$ cat config.mk
export PLATFORM = sky130hd
export DESIGN_NAME = fibo_stream_gen
export DESIGN_NICKNAME = d
export VERILOG_FILES = /design/src/rtl/fibo_pkg.sv /design/src/rtl/fibo_step.sv /design/src/rtl/fibo_stream_gen.sv
export SDC_FILE = /design/constraint.sdc
export NUM_CORES = 1
export LEC_CHECK = 0
export CAP_MARGIN = 30
export CELL_PAD_IN_SITES_DETAIL_PLACEMENT = 1
export CELL_PAD_IN_SITES_GLOBAL_PLACEMENT = 1
export CORE_MARGIN = 3
export CORE_UTILIZATION = 33
export CTS_CLUSTER_SIZE = 10
export DETAILED_ROUTE_END_ITERATION = 7
export PLACE_DENSITY = 0.79
export SLEW_MARGIN = 20
export SYNTH_ARGS = -nofsm -noshare
export SYNTH_HDL_FRONTEND = slang
export SYNTH_SLANG_ARGS = --single-unit
export TNS_END_PERCENT = 50
$ cat constraint.sdc
create_clock -name clk -period 2.1 [get_ports clk]
set_input_delay 0.315 -clock clk [delete_from_list [all_inputs] [get_ports clk]]
set_output_delay 0.315 -clock clk [all_outputs]
set_load 0.02 [all_outputs]
$ cat src/rtl/fibo_pkg.sv
// Shared command and FSM state encodings for the Fibonacci stream generator.
package fibo_pkg;

  typedef enum logic [1:0] {
    CMD_HOLD    = 2'b00,
    CMD_STEP    = 2'b01,
    CMD_RESTART = 2'b10,
    CMD_LOAD    = 2'b11
  } cmd_e;

  typedef enum logic {
    ST_RUN = 1'b0,
    ST_SAT = 1'b1
  } state_e;

endpackage : fibo_pkg

$ cat src/rtl/fibo_step.sv
// Combinational next-term arithmetic: wrap or clamp on carry, hold while saturated.
module fibo_step
  import fibo_pkg::*;
#(
  parameter int unsigned WIDTH    = 8,
  parameter bit          SATURATE = 1'b0
) (
  input  logic [WIDTH-1:0] a_i,
  input  logic [WIDTH-1:0] b_i,
  input  state_e           state_i,
  output logic [WIDTH-1:0] a_o,
  output logic [WIDTH-1:0] b_o,
  output logic             carry_o,
  output state_e           state_o
);

  logic [WIDTH:0] sum;

  assign sum = {1'b0, a_i} + {1'b0, b_i};

  always_comb begin
    a_o     = a_i;
    b_o     = b_i;
    carry_o = 1'b0;
    state_o = state_i;
    if (state_i == ST_RUN) begin
      carry_o = sum[WIDTH];
      b_o     = a_i;
      if (sum[WIDTH] && SATURATE) begin
        a_o     = '1;
        state_o = ST_SAT;
      end else begin
        a_o = sum[WIDTH-1:0];
      end
    end
  end

endmodule : fibo_step

$ cat src/rtl/fibo_stream_gen.sv
// Fibonacci-style term source with seed load/restart, valid/ready output,
// sticky overflow and a free-running term counter.
module fibo_stream_gen
  import fibo_pkg::*;
#(
  parameter int unsigned      WIDTH    = 8,
  parameter logic [WIDTH-1:0] SEED_A   = WIDTH'(1),
  parameter logic [WIDTH-1:0] SEED_B   = WIDTH'(0),
  parameter bit               SATURATE = 1'b0,
  parameter int unsigned      CNT_W    = 16
) (
  input  logic             clk,
  input  logic             rst,
  input  logic [1:0]       cmd,
  input  logic [WIDTH-1:0] load_a,
  input  logic [WIDTH-1:0] load_b,
  output logic             cmd_ready,
  output logic             out_valid,
  input  logic             out_ready,
  output logic [WIDTH-1:0] out_data,
  output logic             out_ovf,
  output logic [CNT_W-1:0] term_idx
);

  logic [WIDTH-1:0] a_q, a_d, b_q, b_d;
  logic             valid_q, valid_d;
  logic             ovf_q, ovf_d;
  logic [CNT_W-1:0] cnt_q, cnt_d;
  state_e           state_q, state_d;

  logic [WIDTH-1:0] step_a, step_b;
  logic             step_carry;
  state_e           step_state;
  cmd_e             cmd_c;

  assign cmd_c     = cmd_e'(cmd);
  assign cmd_ready = !valid_q || out_ready;

  fibo_step #(
    .WIDTH    (WIDTH),
    .SATURATE (SATURATE)
  ) u_step (
    .a_i     (a_q),
    .b_i     (b_q),
    .state_i (state_q),
    .a_o     (step_a),
    .b_o     (step_b),
    .carry_o (step_carry),
    .state_o (step_state)
  );

  // Flush commands win over STEP; a same-cycle transfer has already been seen.
  always_comb begin
    a_d     = a_q;
    b_d     = b_q;
    valid_d = valid_q;
    ovf_d   = ovf_q;
    cnt_d   = cnt_q;
    state_d = state_q;
    if (valid_q && out_ready) begin
      valid_d = 1'b0;
    end
    unique case (cmd_c)
      CMD_RESTART, CMD_LOAD: begin
        a_d     = (cmd_c == CMD_LOAD) ? load_a : SEED_A;
        b_d     = (cmd_c == CMD_LOAD) ? load_b : SEED_B;
        valid_d = 1'b0;
        ovf_d   = 1'b0;
        cnt_d   = '0;
        state_d = ST_RUN;
      end
      CMD_STEP: begin
        if (cmd_ready) begin
          a_d     = step_a;
          b_d     = step_b;
          state_d = step_state;
          ovf_d   = ovf_q || step_carry;
          valid_d = 1'b1;
          cnt_d   = cnt_q + CNT_W'(1);
        end
      end
      default: ;
    endcase
  end

  always_ff @(posedge clk or negedge rst) begin
    if (!rst) begin
      a_q     <= SEED_A;
      b_q     <= SEED_B;
      valid_q <= 1'b0;
      ovf_q   <= 1'b0;
      cnt_q   <= '0;
      state_q <= ST_RUN;
    end else begin
      a_q     <= a_d;
      b_q     <= b_d;
      valid_q <= valid_d;
      ovf_q   <= ovf_d;
      cnt_q   <= cnt_d;
      state_q <= state_d;
    end
  end

  assign out_valid = valid_q;
  assign out_data  = a_q;
  assign out_ovf   = ovf_q;
  assign term_idx  = cnt_q;

endmodule : fibo_stream_gen

==> results of run 1 <==
-- cell type report --
| type | count | area (sq um) |
|---|---|---|
| multi-input cells | 166 | 1080 |
| inverters | 6 | 22.5 |
| flip-flops and latches | 34 | 852 |
| fillers | 649 | 2940 |
| repair buffers | 61 | 588 |
| clock buffers | 5 | 68.8 |
| clock inverters | 3 | 40.0 |
| well taps | 72 | 90.1 |
-- sequential cells by signal, summed over array words and instances (netlist names) --
signal and cells:
b_q 8, out_data 8, out_ovf 1, out_valid 1, term_idx 16
-- layer usage --
layer  global-route usage (%)  up-vias  wire length, um
met2                     26.0       44             2710
met1                     23.9      884             2730
met5                        0        -                0
li1                         -      880                -
met4                     4.68        0               74
met3                     4.34        8              274
-- metrics by stage --
stage,cell area [sq um],std cells
floorplan,1990,217
global placement,2590,336
detailed placement,2590,336
CTS,2720,345
global route,2740,347
finish,2740,347
-- where the power goes --
| part | switching, mW | internal (mW) | leakage [nW] |
|---|---|---|---|
| Clock | 0.254 | 0.349 | 0.0579 |
| Sequential | 0.0469 | 0.702 | 0.452 |
| Combinational | 0.262 | 0.249 | 0.687 |
| Total | 0.563 | 1.30 | 1.20 |
-- timing repair --
action	in CTS	in global routing
pin swaps	1	5
gates resized for setup	2	1
setup endpoints to repair	1	1
setup buffers	1	2
endpoints found under the hold margin	0	0
-- worst min path at each step --
stage                  startpoint                 endpoint  slack [ps]  cells after the start
2_1_floorplan                 rst       b_q[0]$_DFFE_PN0P_          20                      0
3_3_place_gp   b_q[6]$_DFFE_PN0P_       b_q[6]$_DFFE_PN0P_         470                      2
3_5_place_dp   b_q[0]$_DFFE_PN0P_       b_q[0]$_DFFE_PN0P_         480                      2
4_1_cts                       rst  term_idx[5]$_DFFE_PN0P_         450                      2
5_1_grt                       rst  term_idx[5]$_DFFE_PN0P_         460                      2
6_report                      rst  term_idx[5]$_DFFE_PN0P_         440                      2
-- Yosys cell counts --
cell	instances	area share, %
xnor2_1	4	1.8
nor3_1	1	0.25
and4_1	2	0.88
nand4_1	12	3.8
o2111a_2	1	0.63
o21ai_0	19	4.8
clkbuf_1	6	1.1
nor2b_4	1	0.69
xor2_1	16	7.1
mux2_2	1	0.57
buf_2	5	1.3
nand4b_1	1	0.44
a22oi_1	1	0.38
o22a_1	1	0.44
a21oi_1	17	4.3
inv_1	6	1.1
ha_1	9	5.7
nor2_1	28	5.3
a221oi_1	1	0.44
a21o_1	3	1.1
nand3_1	5	1.3
and3_1	10	3.2
nand2_1	19	3.6
mux2i_1	1	0.50
nand2b_1	3	0.95
nand3b_1	1	0.38
a311oi_1	1	0.44
dfrtp_1	33	42
a2111oi_4	1	1.4
and2_1	2	0.63
fa_1	1	1.0
a211oi_1	1	0.38
dfstp_2	1	1.3
a32oi_1	2	0.88
a2bb2oi_1	1	0.44
-- worst max-delay path, cell delays in order (launching register included) --
cell and delay, ps:
dfstp_2 570, ha_4 160, inv_2 40, fa_2 410, nor2b_4 130, o2111a_2 220
a2111oi_4 50, xor2_1 190, a311oi_1 290
-- cell usage in the layout, fill, tap and decap left out, types with 8 or more instances in the layout --
cell	count
clkdlybuf4s50_1	47
dfrtp_1	33
nor2_1	28
nand2_1	19
o21ai_0	19
a21oi_1	17
xor2_1	16
buf_4	13
nand4_1	12
and3_1	10
ha_1	8
-- cell families (layout without fill, tap and decap cells) --
group	Yosys count	after routing	synth area share, %
mux	2	2	1.07
simple gates	85	85	21.3
buf+inv	17	75	3.53
fa+ha+maj	10	10	6.68
flops	34	34	42.9
compound gates	49	49	15.6
xor+xnor	20	20	8.83
==> run metrics, run 1 <==
Final Max Tran Viols=0; first-pass GRT wire length=9.72 mm; area grow syn2layout=38.0%; Mapped Nets=248; initial DRC count=170; hpwl dp=4.09 mm; HP Class=input port to async pin; clock buffer depth=2; Crit Path Max Fanout=2; CP startpoint kind=flop; Final Power=1.86 mW; worst r2r src=out_data[0]$_DFFE_PN1P_; Top-Level Pins=48; Core ar.=5680 sq um; critical path capture point=out_data[6]$_DFFE_PN0P_; antenna cells=0; setup slack, reg-to-reg=-60 ps; post-route ant nets=0; reg2reg path depth=8; worst clock skew=approximately 8 ps; Final Hold Fails=0; final worst-path cycle share=103%; Mapped Area=slightly below 2000 sq um; Netlist cell types=35; Clock Sinks=34; critical path type=flop to flop; initial antenna violation count=0; post-route setup TNS=-64.6 ps; Crit path required time=2290 ps; Pleak=1.20 nW; Skew-Pair Late Insertion Delay=290 ps; DRC=0; status=finished, violations left; Setup-failing EPs final=1; Worst VDD drop=around 0.30 mV; Critical Path Start=out_data[0]$_DFFE_PN1P_; Fmax achieved=approximately 460 MHz; register area share after synthesis=42.9%; Worst-Margin Slew=around 770 ps; wire per inst=16.7 um; pwr/cell area=approximately 680 nW/um^2; Synth Register Bits=34; Avg Inst Size Synth=9.14 sq um; Die Y=83.5 um; vias=1816; CTS tree=done; final setup margin=-64.6 ps; FP Rows=27; fin util=roughly half; Post-CTS Hold Buffers=0; starting density of the core=35.0%; RSZ-0062 raised after global routing=true; DR pass1 iterations=4; full die area=6980 sq um; Remaining Overflow, GRT=0; vias in the first global route=1849; vias per cell=5.23; CTS H-Tree Depth=2; arrival time at the worst endpoint=2350 ps; total CTS buffers=5; Worst R2R End=out_data[6]$_DFFE_PN0P_; Fin Hold WS=436 ps; Routability Congestion=between 0.8 and 0.9; pin count of the biggest net entering global routing=35; minimum clock period=2160 ps; Clk pin slew, worst setup/hold paths=about 80 ps; Synth warnings=0; Setup crit end kind=flop; drt total wl=5.78 mm; count of input and output buffers=47; overall routing resource usage=between 10% and 20%; Synth Instances=217; Layout Nets=305; Setup WS pre-CTS=-86.2 ps; failing checks=setup timing; max_cap viols=0; proportion of layout cells with a drive suffix above 1=a little over a tenth; cell at the root of the clock tree=clkbuf_8; Slew headroom=between 40% and 50%; Die Width=83.5 um
No activity file was read; power rests on OpenSTA's default activity.
==> run 2: changes to the inputs <==
--- a/config.mk
+++ b/config.mk
@@ -9,10 +9,10 @@
 export CELL_PAD_IN_SITES_DETAIL_PLACEMENT = 1
 export CELL_PAD_IN_SITES_GLOBAL_PLACEMENT = 1
 export CORE_MARGIN = 3
-export CORE_UTILIZATION = 33
+export CORE_UTILIZATION = 37
 export CTS_CLUSTER_SIZE = 10
 export DETAILED_ROUTE_END_ITERATION = 7
-export PLACE_DENSITY = 0.79
+export PLACE_DENSITY = 0.84
 export SLEW_MARGIN = 20
 export SYNTH_ARGS = -nofsm -noshare
 export SYNTH_HDL_FRONTEND = slang
==> constraint.sdc (replaced) <==
create_clock -name clk -period 2.42 [get_ports clk]
set_input_delay 0.363 -clock clk [delete_from_list [all_inputs] [get_ports clk]]
set_output_delay 0.363 -clock clk [all_outputs]
set_load 0.02 [all_outputs]
==> run 2 against run 1 <==
  * The run now ends clean
  * Global-route usage increased by 3.7 points
  * Non-clock buffer count decreased by 7
  * Final area shrank 3.6%
  * Critical path depth is the same
  * Sequential power decreased by 13%
  * Fmax down 1.9%
  * Final cell count decreased by 2.6%
  * Clock-buffer cell count increased by 2
  * Clock skew rose by 0.65 ps
  * Critical endpoint unchanged
  * Largest power group unchanged
==> run metrics, run 2 (synthesized netlist as in run 1, its figures left out) <==
DR WL met3=235 um; final worst-path cycle share=91.2%; Core ar.=between 5000 and 6000 sq um; first-pass GRT wire length=10.1 mm; FP Rows=26; Post-CTS Hold Buffers=0; arrival time at the worst endpoint=2400 ps; total CTS buffers=5; cell at the root of the clock tree=clkbuf_8; Setup-failing EPs final=0; full die area=roughly 6300 sq um; hpwl dp=4.22 mm; antenna cells=0; Top-Level Pins=48; wl on met1=2.77 mm; Final Hold Fails=0; wire per inst=about 18 um; Worst-Margin Slew=771 ps; Pleak=1.15 nW; drt total wl=around 6 mm; commonest non-fill, non-tap cell in the layout=clkdlybuf4s50_1; Die Y=79.2 um; Skew-Pair Late Insertion Delay=290 ps; Clk pin slew, worst setup/hold paths=~80 ps; initial antenna violation count=0; Die Width=79.2 um; Layout Nets=approximately 300; Largest register FFs=16; Remaining Overflow, GRT=0; DRC=0; post-route ant nets=0; commonest non-fill, non-tap cells in the layout=clkdlybuf4s50_1 (47), dfrtp_1 (33), nor2_1 (28), nand2_1 (19), o21ai_0 (19); CTS tree=done; area grow syn2layout=33.1%; proportion of layout cells with a drive suffix above 1=between 7 and 8%; RSZ-0062 raised after global routing=false; pwr/cell area=around 570 nW/um^2; critical path type=flop to flop; HP Class=input port to async pin; Crit path required time=2610 ps; Crit Path Max Fanout=4; pin count of the biggest net entering global routing=35; overall routing resource usage=20.7%; Final Power=1.51 mW; vias=1818; DR pass1 iterations=4; Slew headroom=about half; status=completed; worst clock skew=around 8.5 ps; clock buffer depth=2; max_cap viols=0; reg2reg path depth=8; minimum clock period=roughly 2200 ps; post-CTS sizing=0; CTS H-Tree Depth=2; vias in the first global route=1955; starting density of the core=about two fifths; Clock Sinks=34; count of input and output buffers=47; Worst VDD drop=around 0.25 mV; top routing layer in use=met4; Fmax achieved=453 MHz; WL met2=2.94 mm; vias per cell=between 5 and 6; Routability Congestion=0.802; post-route setup TNS=0 ps; # fillers=627; CP startpoint kind=flop; initial DRC count=~120; Post-CTS Setup Bufs=0; Setup crit end kind=flop; Final Max Tran Viols=0
-- run 2: area by class of cell --
type / instances / area, sq um / area share (%)
Sequential cell: 34 / 852 / 32.3
Clock buffer: 7 / 86.3 / 3.27
Timing Repair Buffer: 54 / 523 / 19.8
Multi-Input combinational cell: 166 / 1060 / 40.3
Inverter: 6 / 22.5 / 0.853
Tap cell: 70 / 87.6 / 3.32
Clock inverter: 1 / 5.00 / 0.189
-- run 2: report_power, final --
part           switching, mW  total (mW)  leakage [nW]  internal (mW)
clock network          0.217       0.447        0.0482          0.230
registers             0.0416       0.651         0.452          0.610
logic                  0.220       0.414         0.649          0.194
total                  0.479        1.51          1.15           1.03
-- run 2: stage by stage --
| step | utilization, % | worst slack [ps] | std cells | area [sq um] | hold WS (ps) |
|---|---|---|---|---|---|
| floorplan | - | 293 | 217 | 1980 | 67.4 |
| global placement | 49.6 | 176 | 330 | 2550 | 467 |
| detailed placement | 49.6 | 129 | 330 | 2550 | 486 |
| CTS | 51.3 | 110 | 338 | 2640 | 501 |
| global route | 51.4 | 68.3 | 338 | 2640 | 513 |
| finish | 51.4 | 213 | 338 | 2640 | 480 |
-- run 2: worst paths after layout --
| check | startpoint | end | slack, ps |
|---|---|---|---|
| max reg2reg | out_data[0]$_DFFE_PN1P_ | out_data[6]$_DFFE_PN0P_ | 210 |
| min | rst | term_idx[4]$_DFFE_PN0P_ | 480 |
| max | out_data[0]$_DFFE_PN1P_ | out_data[6]$_DFFE_PN0P_ | 210 |
| max in group asynchronous | rst | out_data[0]$_DFFE_PN1P_ | 1590 |
| min in group clk | b_q[5]$_DFFE_PN0P_ | b_q[5]$_DFFE_PN0P_ | 500 |
| min reg2reg | b_q[5]$_DFFE_PN0P_ | b_q[5]$_DFFE_PN0P_ | 500 |
-- run 2: worst max-delay path, cell delays in order (launching register included) --
cell and delay (ps):
dfstp_2 560, ha_1 240, inv_1 80, fa_2 390, nor2b_4 120, o2111a_2 210, a2111oi_4 60, xor2_1 170
a311oi_1 290
-- run 2: layer usage --
layer / vias up / track usage [%]
met5: - / 0
met4: 0 / 4.98
met3: 5 / 4.54
met2: 44 / 33.2
met1: 906 / 28.5
li1: 863 / -
